$ cat src/rtl/phy_tx_serial_if.sv
// Byte-side handshake and serial-side outputs of one transmitter lane.
//
// Handshake: ready_out is high in the cycle before a load edge once the
// preamble is done. A byte is taken on that rising edge only if valid_in=1
// at the same time. valid_in raised while ready_out=0 is ignored, and the
// byte is not held for later. There is no backpressure beyond this.
interface phy_tx_serial_if;
  logic [7:0] data_in;
  logic       valid_in;
  logic       ready_out;
  logic       data_out;
  logic       active_out;
  logic       state_dbg;   // current FSM state: 0 = SYNC, 1 = ACTIVE

  modport master (
    output data_in, valid_in,
    input  ready_out, data_out, active_out, state_dbg
  );

  modport slave (
    input  data_in, valid_in,
    output ready_out, data_out, active_out, state_dbg
  );
endinterface

$ cat src/rtl/phy_tx_serial.sv
// Per-lane parallel-to-serial transmitter. Bytes go out MSB first, one bit
// per clk_8f cycle. After reset it sends a comma preamble so the receiver
// can align. After that, a load slot with no valid byte sends a comma.
module phy_tx_serial #(
  parameter logic [7:0] IDLE_SYMBOL  = 8'hBC,
  parameter int         SYNC_SYMBOLS = 4
) (
  input  logic             clk_8f,
  input  logic             reset,
  phy_tx_serial_if.slave   bus
);

  localparam int SW = (SYNC_SYMBOLS < 1) ? 1 : $clog2(SYNC_SYMBOLS + 1);
  localparam logic [SW-1:0] LAST_SYNC = SW'(SYNC_SYMBOLS - 1);

  typedef enum logic {SYNC = 1'b0, ACTIVE = 1'b1} state_t;

  state_t        state, state_d;
  logic [SW-1:0] sync_cnt, sync_cnt_d;
  logic [7:0]    shreg;
  logic [2:0]    bit_cnt;
  logic          load;
  logic [7:0]    load_byte;

  // A load edge is every eighth edge. bit_cnt resets to 7, so the first
  // edge after reset is a load edge.
  assign load = (bit_cnt == 3'd7);

  // Comma during the preamble. After that, the user byte if valid, else a comma.
  assign load_byte = (state == ACTIVE && bus.valid_in) ? bus.data_in : IDLE_SYMBOL;

  // State register for the preamble FSM.
  always_ff @(posedge clk_8f or posedge reset) begin
    if (reset) begin
      state    <= SYNC;
      sync_cnt <= '0;
    end else begin
      state    <= state_d;
      sync_cnt <= sync_cnt_d;
    end
  end

  // Count preamble commas and move to ACTIVE on the load of the last one.
  always_comb begin
    state_d    = state;
    sync_cnt_d = sync_cnt;
    if (state == SYNC && load) begin
      sync_cnt_d = sync_cnt + SW'(1);
      if (sync_cnt == LAST_SYNC) state_d = ACTIVE;
    end
  end

  // Shift register: load a whole byte on a load edge, else shift left.
  always_ff @(posedge clk_8f or posedge reset) begin
    if (reset) begin
      shreg   <= 8'h00;
      bit_cnt <= 3'd7;
    end else if (load) begin
      shreg   <= load_byte;
      bit_cnt <= 3'd0;
    end else begin
      shreg   <= {shreg[6:0], 1'b0};
      bit_cnt <= bit_cnt + 3'd1;
    end
  end

  assign bus.data_out   = shreg[7];
  assign bus.ready_out  = (state == ACTIVE) && load;
  assign bus.active_out = (state == ACTIVE);
  assign bus.state_dbg  = state;

endmodule

$ cat src/flat_wrapper.sv
// flat-port wrapper written by rule: the top's interface ports become plain ports
module phy_tx_serial_flat 
#(
  parameter logic [7:0] IDLE_SYMBOL  = 8'hBC,
  parameter int         SYNC_SYMBOLS = 4
)
  (clk_8f, reset, bus_data_in, bus_valid_in, bus_ready_out, bus_data_out, bus_active_out, bus_state_dbg);
  phy_tx_serial_if bus_i ();
  input  logic clk_8f;
  input  logic reset;
  input wire logic [$bits(bus_i.data_in)-1:0] bus_data_in;
  input wire logic [$bits(bus_i.valid_in)-1:0] bus_valid_in;
  output wire logic [$bits(bus_i.ready_out)-1:0] bus_ready_out;
  output wire logic [$bits(bus_i.data_out)-1:0] bus_data_out;
  output wire logic [$bits(bus_i.active_out)-1:0] bus_active_out;
  output wire logic [$bits(bus_i.state_dbg)-1:0] bus_state_dbg;
  assign bus_i.data_in = bus_data_in;
  assign bus_i.valid_in = bus_valid_in;
  assign bus_ready_out = bus_i.ready_out;
  assign bus_data_out = bus_i.data_out;
  assign bus_active_out = bus_i.active_out;
  assign bus_state_dbg = bus_i.state_dbg;
  phy_tx_serial #(.IDLE_SYMBOL(IDLE_SYMBOL), .SYNC_SYMBOLS(SYNC_SYMBOLS)) u_core (.clk_8f(clk_8f), .reset(reset), .bus(bus_i));
endmodule
$ cat config.mk
export PLATFORM = sky130hd
export DESIGN_NAME = phy_tx_serial_flat
export DESIGN_NICKNAME = d
export VERILOG_FILES = /design/src/rtl/phy_tx_serial_if.sv /design/src/rtl/phy_tx_serial.sv /design/src/flat_wrapper.sv
export SDC_FILE = /design/constraint.sdc
export NUM_CORES = 1
export LEC_CHECK = 0
export ABC_AREA = 1
export ABC_CLOCK_PERIOD_IN_PS = 1600
export CAP_MARGIN = 40
export CORE_MARGIN = 3
export CORE_UTILIZATION = 43
export DETAILED_ROUTE_END_ITERATION = 16
export HOLD_SLACK_MARGIN = 0.05
export MAX_ROUTING_LAYER = met4
export PLACE_DENSITY = 0.74
export SLEW_MARGIN = 10
export SYNTH_ARGS = -nofsm -noshare
export SYNTH_HDL_FRONTEND = slang
export SYNTH_SLANG_ARGS = --single-unit
$ cat constraint.sdc
create_clock -name clk_8f -period 1.6 [get_ports clk_8f]
set_input_delay 0.48 -clock clk_8f [delete_from_list [all_inputs] [get_ports clk_8f]]
set_output_delay 0.48 -clock clk_8f [all_outputs]
set_load 0.01 [all_outputs]
==> flow_summary_export.csv, run 1 <==
group,metric,value,unit
floorplan,core.rowCount,13,
critical_path,crit_arrival,1.26,ns
floorplan,io_pins,15,
yosys,syn_nets,97,
critical_path,path_max_fanout,2,
sta,max_freq,573,MHz
critical_path,r2r_slack,0.20,ns
power,ir_drop,0.000620,V
clocking,clk_latency,0.27,ns
floorplan,initial_core_util,49.9,%
clocking,root_buffer,"clkbuf_4",
drt,post_drt_wl_per_cell,10.1,µm
layout,final_common_cell,"nand2_1",
sta,max_slew_margin,86.6,%
drt,routed_wirelength,1180,µm
yosys,ys_seq_elements,15,
layout,num_antenna_cells,0,
layout,stdcell_area,923,µm²
run_status,violations,"setup timing",
drt,via_count,513,
floorplan,die_area,0.00216,mm²
min_path,hold_depth,2,
power,power.density,699,mW/mm²
place,place_congestion,0.688,
layout,fin_util,65.3,%
layout,synthToLayoutAreaGrowth,30.9,%
floorplan,fp.dieW,46.5,µm
sta,finalClockSkew,0.00168,ns
critical_path,path_buf_inv,2,
sta,setup_viol,1,
floorplan,die_y,46.5,µm
yosys,ys_warn_count,0,
sta,worst_slack,-0.145,ns
layout,final_nets,118,
critical_path,reg2regPathDepth,7,
yosys,yosysUniqueCellTypes,11,
clocking,cts_buffer_depth,2,
clocking,htreeDepth,1,
sta,final_hold_viol_count,0,
clocking,holdBufCountCts,0,
global_route,track_usage,14.1,%
drt,antenna_left,0,
critical_path,endpoint_kind,"output pin",
sta,period_share,109,%
sta,rsz0062_at_grt,"yes",
drt,first_iter_violations,5,
critical_path,critical_path_class,"flip-flop to output pin",
global_route,grt_max_degree,16,
min_path,hold_start,"u_core.shreg[5]",
critical_path,slowest_stage,"dfstp_2",
clocking,cts_tree,"done",
min_path,hp-class,"flip-flop to flip-flop",
sta,min_period,1.74,ns
power,p_leak,0.476,nW
critical_path,path_delay_family,"flip-flops",
floorplan,core,0.00142,mm²
min_path,hold-path-endpoint,"u_core.shreg[6]",
sta,drv_slew,0,
critical_path,slowest_delay,0.56,ns
global_route,grt_pass1_wl,2080,µm
critical_path,cp.required,1.12,ns
critical_path,cp_common_cell,"ha_4",
drt,viasPerCell,4.42,
critical_path,worstPathCellList,"ha_4 > ha_4 > nand2_2 > inv_2 > buf_6",
clocking,numCtsBuffers,3,
global_route,antenna_found_initial,0,
drt,drt-pass1-iter-count,3,
layout,layout_common_cells,"21 x nand2_1, 18 x nor2_1, 13 x inv_1, 12 x dfrtp_1, 10 x clkdlybuf4s50_1",
clocking,path_clk_slew,0.08,ns
drt,remaining_drc_errors,0,
yosys,netlist_instances,81,
yosys,synth_area,706,µm²
place,dpl.hpwl,896,µm
layout,drive_gt1_share,17.8,%
yosys,yosysSeqAreaShare,53.7,%
place,placed_area,892,µm²
global_route,overflow,0,
clocking,clock-sinks,15,
sta,tightestPinTransition,0.201,ns
place,io_buffers,14,
run_status,status,"finished, violations left",
critical_path,worst_setup_path_start_kind,"flip-flop",
global_route,first_global_vias,527,
flow_run,drv_cap,0,
yosys,syn_avg_cell_area,8.71,µm²
critical_path,reg2reg_from,"u_core.bit_cnt[0]",
critical_path,r2r_end,"u_core.sync_cnt[0]",
timing repair:
item	CTS	global route
gates cloned	0	0
endpoints found under the setup margin	4	1
gates resized for setup	8	0
buffers inserted	1	0
pin swaps	1	1
through the flow:
stage / setup TNS [ns] / hold slack, ns / power (W) / worst slack (ns) / instances
detailed placement: -0.279 / 0.454 / 0.000448 / -0.279 / 111
finish: -0.145 / 0.472 / 0.000646 / -0.145 / 116
floorplan: 0 / 0.379 / 0.000415 / 0.00196 / 81
global placement: -0.272 / 0.437 / 0.000447 / -0.272 / 111
CTS: -0.168 / 0.473 / 0.000654 / -0.168 / 116
global route: -0.214 / 0.495 / 0.000679 / -0.214 / 116
flip-flops by register name (all words and copies together) (netlist names):
name                   flops
u_core.bit_cnt             3
u_core.bus.active_out      1
u_core.shreg               8
u_core.sync_cnt            3
report_power, final:
| group | total, W | switching, W | leakage, nW | internal, W |
|---|---|---|---|---|
| combinational | 0.0000496 | 0.0000201 | 0.290 | 0.0000295 |
| sequential | 0.000390 | 0.00000231 | 0.171 | 0.000388 |
| clock | 0.000206 | 0.000109 | 0.0150 | 0.0000964 |
cells in the mapped netlist (all sizes together):
cell type  instances  area, µm²
ha                 5       62.6
nor3b              1       12.5
nand2             23       88.8
dfrtp             12        300
inv               14       52.6
buf                3       30.0
dfstp              3       78.8
nand4              2       12.5
nor2              18       67.6
cell type report:
cell class	count	area [µm²]
clock buffers	4	26.3
flip-flops and latches	15	379
multi-input cells	49	272
well taps	15	18.8
inverters	14	52.6
fillers	114	492
repair buffers	19	175
worst max-delay path by stage:
stage | from | to | cells past startpoint
global route | u_core.bit_cnt[0] | bus_ready_out | 5
floorplan | u_core.bit_cnt[1] | bus_ready_out | 6
finish | u_core.bit_cnt[0] | bus_ready_out | 5
CTS | u_core.bit_cnt[0] | bus_ready_out | 5
detailed placement | u_core.bit_cnt[1] | bus_ready_out | 5
global placement | u_core.bit_cnt[0] | bus_ready_out | 5
worst register-to-register path, stage by stage (launching register included):
cell and delay (ns):
dfstp_2 0.56, ha_4 0.14, buf_4 0.10, ha_1 0.16, inv_1 0.07, nor2_1 0.18
nand2_1 0.08, nand2_1 0.07
routing by layer:
| metal | global-route usage, % | share of wire (%) |
|---|---|---|
| met1 | 16.0 | 48 |
| met2 | 23.1 | 46 |
| met3 | 3.52 | 6.4 |
| met4 | 6.82 | 0 |
| met5 | - | 0 |
cell families after synthesis:
logic type,after synthesis,share of synthesized area [%]
buffers and inverters,17,11.7
AND/OR/NAND/NOR,44,25.7
flip-flops,15,53.7
adder cells (fa/ha/maj),5,8.87
Power figures use the tool's default switching activity.
==> run 2: changes to the inputs <==
HOLD_SLACK_MARGIN = 0.02   (was 0.05)
==> results of run 2 <==
No change in the layout: final DEF, timing and power equal those of run 1.
